<file path="src/rtl/usrt_trn.sv">
// usrt_trn: FIFO-buffered synchronous serial transmitter.
// Each byte goes out as a 10-bit frame (start, 8 data LSB first, stop) alongside a self-generated serial clock.
module usrt_trn #(
  parameter int CLK_DIV    = 8,
  parameter int FIFO_DEPTH = 4,
  parameter int GAP_BITS   = 1
) (
  input  logic                          clk,
  input  logic                          rst,
  input  logic                          wr_en,
  input  logic [7:0]                    wr_data,
  output logic                          full,
  output logic                          empty,
  output logic [$clog2(FIFO_DEPTH):0]   level,
  output logic                          overflow,
  output logic                          busy,
  output logic                          tx_done,
  output logic                          usrt_clk,
  output logic                          usrt_tx
);
  localparam int AW       = $clog2(FIFO_DEPTH);
  localparam int LW       = AW + 1;
  localparam int GAP_CLKS = 2 * CLK_DIV * GAP_BITS;
  localparam int CNT_MAX  = GAP_CLKS > CLK_DIV ? GAP_CLKS : CLK_DIV;
  localparam int CW       = $clog2(CNT_MAX + 1);
  typedef enum logic [1:0] {IDLE, SHIFT, GAP, DONE} state_t;
  state_t        state_q, state_d;
  logic [7:0]    mem_q [FIFO_DEPTH];
  logic [AW-1:0] wptr_q, wptr_d, rptr_q, rptr_d;
  logic [LW-1:0] level_q, level_d;
  logic [CW-1:0] cnt_q, cnt_d;
  logic [3:0]    bit_q, bit_d;
  logic [9:0]    sr_q, sr_d;
  logic          full_q, empty_q, ovf_q, ovf_d, busy_q, done_q;
  logic          uclk_q, uclk_d, tx_q, tx_d;
  logic          push, pop, tc;
  always_comb begin
    push    = wr_en && !full_q;
    pop     = state_q == IDLE && !empty_q;
    tc      = cnt_q == CW'(CLK_DIV - 1);
    wptr_d  = push ? wptr_q + 1'b1 : wptr_q;
    rptr_d  = pop ? rptr_q + 1'b1 : rptr_q;
    level_d = level_q + LW'(push) - LW'(pop);
    // full is judged before any same-cycle pop, so a write while full is always lost
    ovf_d   = ovf_q || (wr_en && full_q);
    state_d = state_q;
    cnt_d   = cnt_q;
    bit_d   = bit_q;
    sr_d    = sr_q;
    uclk_d  = uclk_q;
    tx_d    = tx_q;
    case (state_q)
      IDLE: if (pop) begin
        state_d = SHIFT;
        sr_d    = {1'b1, mem_q[rptr_q], 1'b0};
        cnt_d   = '0;
        bit_d   = '0;
        uclk_d  = 1'b0;
        tx_d    = 1'b0;
      end
      SHIFT: begin
        cnt_d = tc ? '0 : cnt_q + 1'b1;
        if (tc && !uclk_q) uclk_d = 1'b1;
        else if (tc && bit_q != 4'd9) begin
          bit_d  = bit_q + 4'd1;
          sr_d   = sr_q >> 1;
          tx_d   = sr_q[1];
          uclk_d = 1'b0;
        end else if (tc) state_d = GAP_BITS == 0 ? DONE : GAP;
      end
      GAP: begin
        cnt_d   = cnt_q + 1'b1;
        state_d = cnt_q == CW'(GAP_CLKS - 1) ? DONE : GAP;
      end
      default: state_d = IDLE;
    endcase
  end
  always_ff @(posedge clk or posedge rst) begin
    if (rst) begin
      state_q <= IDLE;
      wptr_q  <= '0;
      rptr_q  <= '0;
      level_q <= '0;
      cnt_q   <= '0;
      bit_q   <= '0;
      sr_q    <= '0;
      full_q  <= 1'b0;
      empty_q <= 1'b1;
      ovf_q   <= 1'b0;
      busy_q  <= 1'b0;
      done_q  <= 1'b0;
      uclk_q  <= 1'b1;
      tx_q    <= 1'b1;
    end else begin
      state_q <= state_d;
      wptr_q  <= wptr_d;
      rptr_q  <= rptr_d;
      level_q <= level_d;
      cnt_q   <= cnt_d;
      bit_q   <= bit_d;
      sr_q    <= sr_d;
      full_q  <= level_d == LW'(FIFO_DEPTH);
      empty_q <= level_d == '0;
      ovf_q   <= ovf_d;
      busy_q  <= state_d != IDLE || level_d != '0;
      done_q  <= state_d == DONE;
      uclk_q  <= uclk_d;
      tx_q    <= tx_d;
    end
  end
  always_ff @(posedge clk) if (push) mem_q[wptr_q] <= wr_data;
  assign full     = full_q;
  assign empty    = empty_q;
  assign level    = level_q;
  assign overflow = ovf_q;
  assign busy     = busy_q;
  assign tx_done  = done_q;
  assign usrt_clk = uclk_q;
  assign usrt_tx  = tx_q;
endmodule

</file>
<file path="config.mk">
export PLATFORM = sky130hd
export DESIGN_NAME = usrt_trn
export DESIGN_NICKNAME = d
export VERILOG_FILES = /design/src/rtl/usrt_trn.sv
export SDC_FILE = /design/constraint.sdc
export NUM_CORES = 1
export LEC_CHECK = 0
export CAP_MARGIN = 10
export CELL_PAD_IN_SITES_DETAIL_PLACEMENT = 0
export CELL_PAD_IN_SITES_GLOBAL_PLACEMENT = 1
export CORE_UTILIZATION = 46
export CTS_CLUSTER_SIZE = 25
export DETAILED_ROUTE_END_ITERATION = 8
export PLACE_DENSITY = 0.76
export REMOVE_ABC_BUFFERS = 1
export SYNTH_ARGS = -nofsm -noshare
export SYNTH_HDL_FRONTEND = slang
export SYNTH_SLANG_ARGS = --single-unit
</file>
<file path="constraint.sdc">
create_clock -name clk -period 3.22 [get_ports clk]
set_input_delay 0.483 -clock clk [delete_from_list [all_inputs] [get_ports clk]]
set_output_delay 0.483 -clock clk [all_outputs]
set_load 0.02 [all_outputs]
</file>
; ---- Word level (Yosys, flattened, before mapping)
; Memories as Yosys holds them, arrays and structs flattened.
; Cells that the tools add are included.
[word_totals]
ff_bits = 35
ramBits = 32
inputBits = 11
output_inout_bits = 10
elab_cells = 77
memories = 1
[mem_list]
columns = memory, words, width, read_ports, rd_clocked_by_memory_dff, write_ports, line_no
row1 = mem_q, 4, 8, 1, 0, 1, 28  ; logic [7:0] mem_q [FIFO_DEPTH];
[classes]
addsub = 6
n_eq_ne = 11
muxes = 26
reduce_logical = 19
[op_table]
columns = cell, n
row1 = $mux W10, 3
row2 = $pmux W10 S2, 1
row3 = $pmux W5 S3, 1
row4 = $mux W4, 3
row5 = $mux W5, 2
row6 = $mux W1, 8
row7 = $mux W2, 4
row8 = $pmux W4 S2, 1
row9 = $ne A2 B2 Y1 const B, 3
row10 = $pmux W2 S3, 1
row11 = $reduce_bool A3 Y1, 2
row12 = $add A5 B1 Y5 const B, 1
row13 = $eq A5 B3 Y1 const B, 1
row14 = $eq A5 B4 Y1 const B, 1
row15 = $logic_and A1 B1 Y1, 5
row16 = $add A2 B1 Y2 const B, 2
row17 = $add A4 B1 Y4 const B, 1
row18 = $eq A2 B2 Y1 const B, 2
row19 = $ne A4 B4 Y1 const B, 1
row20 = $pmux W1 S2, 2
row21 = $reduce_and A4 Y1, 1
row22 = $reduce_bool A2 Y1, 2
row23 = $add A3 B1 Y3, 1
row24 = $eq A3 B3 Y1 const B, 1
row25 = 9 further kinds, 12

; ---- Depth between registers and ports, before layout
; Gate-level depths: netlist (run 1).
[depth]
word_depth = 7
ltp_mapped = 11
mapped_depth_nobuf = 11

; ---- Worst setup path before layout (run 1)
; No wires, ideal clock.
[synth_timing]
kind = flip-flop to flip-flop
start = register state_q[0]
end = register busy_q (netlist: busy)
setup_ns = 0.136
t_arrival_ns = 2.513
required_time_ns = 3.084
slack_ns = 0.570
path_stages_with_launch = 11
n_path_buf = 0
period_less_slack_ns = 2.650
cell_sequence = dfrtp_1 > inv_1 > ha_1 > nand2b_1 > inv_1 > ha_1 > inv_1 > ha_1 > fa_1 > nor3_1 > or3b_2
[synth_between]
elab_cells_between_ends = 13
classes_between = add/sub: 1 / eq/ne: 2 / mux: 5 / reduce/logical: 5
[synth_rtl]
columns = item, line_no
row1 = start: declaration, 27  ; state_t state_q, state_d;
row2 = start signal: assignment, 95  ; state_q <= state_d;
row3 = $logic_not A2 Y1, 39  ; pop = state_q == IDLE && !empty_q;
row4 = $logic_and A1 B1 Y1, 39
row5 = named net pop, 36  ; logic push, pop, tc;
row6 = $sub A3 B1 Y3, 43  ; level_d = level_q + LW'(push) - LW'(pop);
row7 = named net level_d[1], 30  ; logic [LW-1:0] level_q, level_d;
row8 = $reduce_bool A3 Y1, 105  ; busy_q <= state_d != IDLE || level_d != '0;
row9 = $logic_or A1 B1 Y1, 105
row10 = end signal: assignment, 90  ; busy_q <= 1'b0;
row11 = end signal: assignment, 105
row12 = end: declaration, 34  ; logic full_q, empty_q, ovf_q, ovf_d, busy_q, done_q;
; The timed path passes the listed nets, and every way through them passes these cells.
; A chain may end at the register's enable or synchronous reset.

; ---- Worst setup path after layout (run 1)
; Same ends and word-level chain as after synthesis.

==> results of run 1 <==
[synth_stat cells (3+ instances only)]
master / instances / area [um2]
edfxtp_1: 32 / 960.9
dfrtp_1: 31 / 775.7
o21ai_0: 24 / 120.1
inv_1: 16 / 60.06
ha_1: 15 / 187.7
mux2i_1: 9 / 90.09
nand2_1: 9 / 33.78
mux4_2: 8 / 180.2
a21oi_1: 7 / 35.03
a21o_1: 4 / 30.03
and2_1: 4 / 25.02
clkbuf_1: 4 / 15.01
nor2_1: 4 / 15.01
o31ai_1: 4 / 30.03
xnor2_1: 4 / 35.03
dfstp_2: 3 / 78.83
[registers in the layout, summed over array words and instances (netlist names)]
register,flops
level,3
wptr_q,2
empty,1
cnt_q,5
overflow,1
busy,1
full,1
mem_q,32
state_q,2
sr_q,9
tx_done,1
usrt_clk,1
rptr_q,2
bit_q,4
usrt_tx,1
[metrics by stage]
stage | setup slack, ns | instances | hold slack, ns | cell area (um2) | power [mW]
3_3_place_gp | 0.2439 | 303 | 0.4411 | 3228 | 1.419
6_report | 0.3098 | 319 | 0.4594 | 3428 | 2.105
4_1_cts | 0.3007 | 319 | 0.4658 | 3428 | 2.129
3_5_place_dp | 0.1781 | 303 | 0.4481 | 3228 | 1.429
5_1_grt | 0.08299 | 319 | 0.4749 | 3428 | 2.205
2_1_floorplan | 0.5702 | 205 | 0.4490 | 2912 | 1.290
[worst max-delay path: cells and delay by family, from the launching register on]
| family | cells | cell delay (ns) |
|---|---|---|
| xor gates and xnor gates | 1 | 0.16 |
| adders and majority gates | 4 | 1.12 |
| buffers and inverters | 3 | 0.21 |
| DFF | 1 | 0.42 |
| and+or+nand+nor | 3 | 0.89 |
[kinds of logic after synthesis]
family	Yosys count	synth area share, %
flip-flops	66	61.59
AO/OA/AOI/OAI	50	10.70
AND/OR/NAND/NOR	34	6.622
buffers and inverters	24	3.395
multiplexers	17	9.168
adder cells (fa/ha/maj)	16	7.046
XOR/XNOR	5	1.486
[power by group through the flow]
stage | combinational, mW | clock (mW) | sequential (mW)
6_report | 0.347 | 0.698 | 1.06
5_1_grt | 0.382 | 0.753 | 1.07
4_1_cts | 0.352 | 0.716 | 1.06
3_5_place_dp | 0.351 | 0 | 1.08
3_3_place_gp | 0.345 | 0 | 1.07
2_1_floorplan | 0.189 | 0 | 1.10
[metal layers]
metal / wire [um] / GRT usage, %
met1: 2418 / 24.39
met2: 2269 / 25.79
met3: 159 / 5.333
met4: 91 / 8.421
met5: 0 / 0
[cells in the final DEF, fill, tap and decap left out, types with 2 or more instances in the layout]
| cell | synthesis | layout |
|---|---|---|
| edfxtp_1 | 32 | 32 |
| inv_1 | 16 | 16 |
| clkdlybuf4s50_1 | 0 | 20 |
| nor3_1 | 2 | 2 |
| xnor2_1 | 4 | 4 |
| nand2_1 | 9 | 9 |
| and2_1 | 4 | 4 |
| o21ai_1 | 2 | 2 |
| a21oi_1 | 7 | 7 |
| dfstp_2 | 3 | 3 |
| nand3_1 | 2 | 2 |
| a21o_1 | 4 | 4 |
| inv_6 | 0 | 2 |
| clkinvlp_4 | 0 | 2 |
| dfrtp_1 | 31 | 31 |
| o21ai_0 | 24 | 24 |
| clkbuf_8 | 0 | 9 |
| nand2b_1 | 2 | 2 |
| ha_1 | 15 | 15 |
| mux4_2 | 8 | 8 |
| buf_4 | 0 | 3 |
| o31ai_1 | 4 | 4 |
| or4_1 | 2 | 2 |
| nor2_1 | 4 | 4 |
| mux2i_1 | 9 | 9 |
[how the worst max path moves through the flow]
stage / endpoint / cells past startpoint
after global routing: busy / 10
after global placement: busy / 9
after floorplan: busy / 10
final: busy / 11
after CTS: busy / 11
after detailed placement: busy / 10
[area by class of cell]
class                   instances  area, um2
clock buffers                   9      123.9
clock inverters                 7      76.32
fillers                       522       2633
inverters                      17      63.81
multi-input cells             122       1032
flip-flops and latches         66       1815
well taps                      75      93.84
repair buffers                 23      222.7
==> results.yml, run 1 <==
clocking:
  cts_root_buf: "clkbuf_8"
  clock_latency_ns: 0.33
  hold_buffers: 0
  htreeDepth: 3
  cts_tree: "done"
  clk_pin_slew_ns: 0.07
  post_cts_resized: 0
  clockBufferDepth: 2
  cts_made_buffers: 9
  postCtsSetupBuffers: 0
  cts_sinks: 66
flow_run:
  cap_violations: 0
logic_synthesis:
  syn-cell-area_um2: 2948
  ys_ff_latch: 66
  synth.avg_cell_area_um2: 13.90
  async_flop_share_pct: 51.52
  synth_edf_count: 32
  synthCells: 212
  ys.flop_type: "edfxtp_1"
  synth_cell_types: 44
  synth_seq_area_share_pct: 61.59
  yosysWarnings: 0
floorplan:
  die_y_um: 82.05
  io-pin-count: 21
  die_width_um: 82.05
  rows: 28
  initial_utilization_pct: 48.64
  coreArea_um2: 6061
  dieArea_um2: 6732
power_and_ir_drop:
  p_comb_share_pct: 16.5
  pwr-share-seq_pct: 50.4
  swShare_pct: 27.11
  p_int_mw: 1.534
  clockPowerShare_pct: 33.2
  switchingPower_mw: 0.5708
  ir_drop_v: 0.0003867
  p_leak_nw: 1.367
  power.density_nw_per_um2: 614.0
critical_path:
  path_cells: "inv_1 -> ha_1 -> nand2b_1 -> inv_1 -> ha_1 -> inv_1 -> ha_1 -> fa_1 -> xnor2_1 -> nor3_1 -> or3b_2"
  worst_setup_path_start_kind: "flip-flop"
  rrSetupSlack_ns: 0.31
  reg2reg_depth: 11
  r2r-start: "state_q[0]"
  slowest_stage: "or3b_2"
  crit_required_ns: 3.43
  crit_arrival_ns: 3.12
  r2r-end: "busy"
  worst-setup-path-type: "reg2reg"
  cpPeakStageDelay_ns: 0.46
  crit_fanout: 7
  crit_start: "state_q[0]"
  cp-end-kind: "flip-flop"
detailed_routing:
  routed-via-count: 1703
  routed_via_density: 5.339
  wl_per_cell_um: 15.48
  firstDrtPassIters: 4
  finalWirelength_mm: 4.939
  drc: 0
  drt_iter0_markers: 127
  ant_nets: 0
place:
  port-buffer-count: 20
  place.gp.congestion: 0.7692
  dpl.hpwl_mm: 3.282
final_layout:
  drive_gt1_share_pct: 14.75
  diodes: 0
  utilization_pct: 56.56
  area_growth_pct: 16.30
  final_nets: 266
worst_hold_path:
  min_delay_worst_endpoint: "overflow"
  min-delay-start: "overflow"
  worst_hold_path_type: "reg2reg"
  hold_depth: 1
timing:
  skew_ns: 0.007097
  drv_slew: 0
  finalSetupViolations: 0
  worst_slew_pin_slew_ns: 0.5873
  rsz0062_at_grt: "false"
  finalSetupTns_ns: 0
  fin_crit_sh_pct: 90.38
  relSlewSlack_pct: 60.84
  hold_viol: 0
  period_needed_ns: 2.910
  max_clock_freq_mhz: 343.6
run_status:
  status: "completed"
grt:
  grt_overflow_total: 0
  grt_pass1_vias: 1744
  grt_usage_pct: 17.77
  grt_start_max_net_pins: 35
  antenna_found_initial: 0
  grt_pass1_wl_mm: 8.445
Power figures use the tool's default switching activity.
==> run 2, diff against run 1 <==
--- a/config.mk
+++ b/config.mk
@@ -11,6 +11,7 @@
 export CORE_UTILIZATION = 46
 export CTS_CLUSTER_SIZE = 25
 export DETAILED_ROUTE_END_ITERATION = 8
+export HOLD_SLACK_MARGIN = 0.08
 export PLACE_DENSITY = 0.76
 export REMOVE_ABC_BUFFERS = 1
 export SYNTH_ARGS = -nofsm -noshare
==> results of run 2 <==
The final DEF is identical to that of run 1; final timing and power are the same.
==> run 3, diff against run 2 <==
--- a/config.mk
+++ b/config.mk
@@ -8,12 +8,11 @@
 export CAP_MARGIN = 10
 export CELL_PAD_IN_SITES_DETAIL_PLACEMENT = 0
 export CELL_PAD_IN_SITES_GLOBAL_PLACEMENT = 1
-export CORE_UTILIZATION = 46
+export CORE_UTILIZATION = 48
 export CTS_CLUSTER_SIZE = 25
 export DETAILED_ROUTE_END_ITERATION = 8
 export HOLD_SLACK_MARGIN = 0.08
-export PLACE_DENSITY = 0.76
-export REMOVE_ABC_BUFFERS = 1
+export PLACE_DENSITY = 0.79
 export SYNTH_ARGS = -nofsm -noshare
 export SYNTH_HDL_FRONTEND = slang
 export SYNTH_SLANG_ARGS = --single-unit
==> run 3 against run 2 <==
Net effect:
- the run now ends with design-rule violations left
- combinational power is essentially flat
- clock power grew 3.7%
- wire length is essentially flat
- design area grew 0.22%
- critical path type unchanged
- largest cell class unchanged
- largest power group unchanged
- highest routed layer unchanged
==> results.yml, run 3 (synthesis gave the netlist of run 1 again) <==
grt:
  grt_start_max_net_pins: 35
  grt_pass1_vias: 1770
  grt_usage_pct: 18.25
  antenna_found_initial: 0
  grt_pass1_wl_mm: 8.500
  grt_overflow_total: 0
floorplan:
  initial_utilization_pct: 49.79
  dieArea_um2: 6459
  die_y_um: 80.37
  rows: 28
  die_width_um: 80.37
  io-pin-count: 21
  coreArea_um2: 5921
worst_hold_path:
  worst_hold_path_type: "reg2reg"
final_layout:
  area_growth_pct: 16.55
  layout_commonest_cell: "edfxtp_1"
  utilization_pct: 58.03
  regMostFlops: "mem_q"
  top_regs: "mem_q (32), sr_q (9), cnt_q (5)"
  design_area_um2: 3436
  drive_gt1_share_pct: 14.75
  diodes: 0
  final_nets: 266
  fin_cells: 319
  largest_reg_flops: 32
  fillers: 477
  final_cell_mix: "32 x edfxtp_1, 31 x dfrtp_1, 24 x o21ai_0"
timing:
  hold_viol: 0
  period_needed_ns: 2.913
  max_clock_freq_mhz: 343.3
  worst_slew_pin_slew_ns: 0.5739
  rsz0062_at_grt: "false"
  finalSetupViolations: 0
  fin_crit_sh_pct: 90.46
  setup_ws_ns: 0.3072
  drv_slew: 0
  finalSetupTns_ns: 0
  skew_ns: 0.006732
  relSlewSlack_pct: 61.74
detailed_routing:
  routed_via_density: 5.332
  finalWirelength_mm: 4.938
  ant_nets: 0
  routed-via-count: 1701
  drc: 1
  drt_iter0_markers: 99
  wl_per_cell_um: 15.48
  firstDrtPassIters: 6
power_and_ir_drop:
  p_leak_nw: 1.374
  p_comb_share_pct: 16.4
  ir_drop_v: 0.0006356
  clockPowerShare_pct: 33.9
  switchingPower_mw: 0.5892
  swShare_pct: 27.61
  power.density_nw_per_um2: 621.1
  pwr-share-seq_pct: 49.7
  p_int_mw: 1.545
clocking:
  htreeDepth: 3
  cts_root_buf: "clkbuf_8"
  postCtsSetupBuffers: 0
  cts_sinks: 66
  clock_latency_ns: 0.34
  hold_buffers: 0
  clockBufferDepth: 2
  clk_pin_slew_ns: 0.08
  cts_made_buffers: 9
  post_cts_resized: 0
  cts_tree: "done"
place:
  placed_area_um2: 3228
  port-buffer-count: 20
  dpl.hpwl_mm: 3.301
  pre_cts_slack_ns: 0.1822
  place.gp.congestion: 0.7294
  dp_cells: 303
critical_path:
  crit_arrival_ns: 3.13
  worst_setup_path_start_kind: "flip-flop"
  worst-setup-path-type: "reg2reg"
  crit_required_ns: 3.43
  crit_fanout: 7
  cp-end-kind: "flip-flop"
run_status:
  violations: "design-rule violations"
  status: "finished, violations left"
logic_synthesis:
  syn_nets: 239
flow_run:
  cap_violations: 0
==> run 3: cell types whose count changed in the layout (fill, tap and decap cells not counted), sizes merged <==
| cell | change |
|---|---|
| clkinv | -1 |
| clkinvlp | -1 |
| inv | +2 |
==> run 3: worst max-delay path, stage by stage, from the launching register on <==
cell and delay (ns):
dfrtp_1 0.43, inv_1 0.08, ha_1 0.29, nand2b_1 0.19
inv_1 0.08, ha_1 0.27, inv_1 0.04, ha_1 0.18
fa_1 0.40, xnor2_1 0.17, nor3_1 0.20, or3b_2 0.46
==> run 3: through the flow <==
step / hold slack [ns] / total power [mW]
floorplan: 0.4490 / 1.291
global placement: 0.4435 / 1.418
detailed placement: 0.4476 / 1.433
CTS: 0.4702 / 2.158
global route: 0.4907 / 2.239
finish: 0.4656 / 2.134
==> run 3: final cells by class <==
class | instances | area (um2) | share of cell area (%)
clock inverter | 7 | 83.83 | 2.440
clock buffer | 9 | 123.9 | 3.605
inverter | 17 | 63.81 | 1.857
timing repair buffer | 23 | 222.7 | 6.482
multi-input combinational | 122 | 1032 | 30.04
sequential | 66 | 1815 | 52.84
tap | 75 | 93.84 | 2.731
==> run 3: worst paths after layout <==
| kind | start | endpoint | slack, ns | cells past startpoint |
|---|---|---|---|---|
| max reg2reg | state_q[0] | busy | 0.31 | 11 |
| max | state_q[0] | busy | 0.31 | 11 |
| min | overflow | overflow | 0.47 | 1 |
| max in group asynchronous | rst | usrt_tx | 2.34 | 3 |
| min in group asynchronous | rst | wptr_q[1] | 0.54 | 3 |
| min reg2reg | overflow | overflow | 0.47 | 1 |
==> run 3: routing by layer <==
metal | part of all wire, % | vias to the layer above | GRT usage [%]
li1 | - | 833 | -
met2 | 46 | 35 | 27.37
met1 | 48 | 824 | 24.49
met4 | 1.6 | 0 | 9.643
met3 | 4.5 | 9 | 4.432
met5 | 0 | - | 0
==> run 3: power by group through the flow <==
stage               Combinational, mW  Sequential, mW  Clock (mW)
floorplan                       0.190            1.10           0
global placement                0.345            1.07           0
detailed placement              0.354            1.08           0
CTS                             0.355            1.06       0.740
global route                    0.396            1.07       0.772
finish                          0.349            1.06       0.724
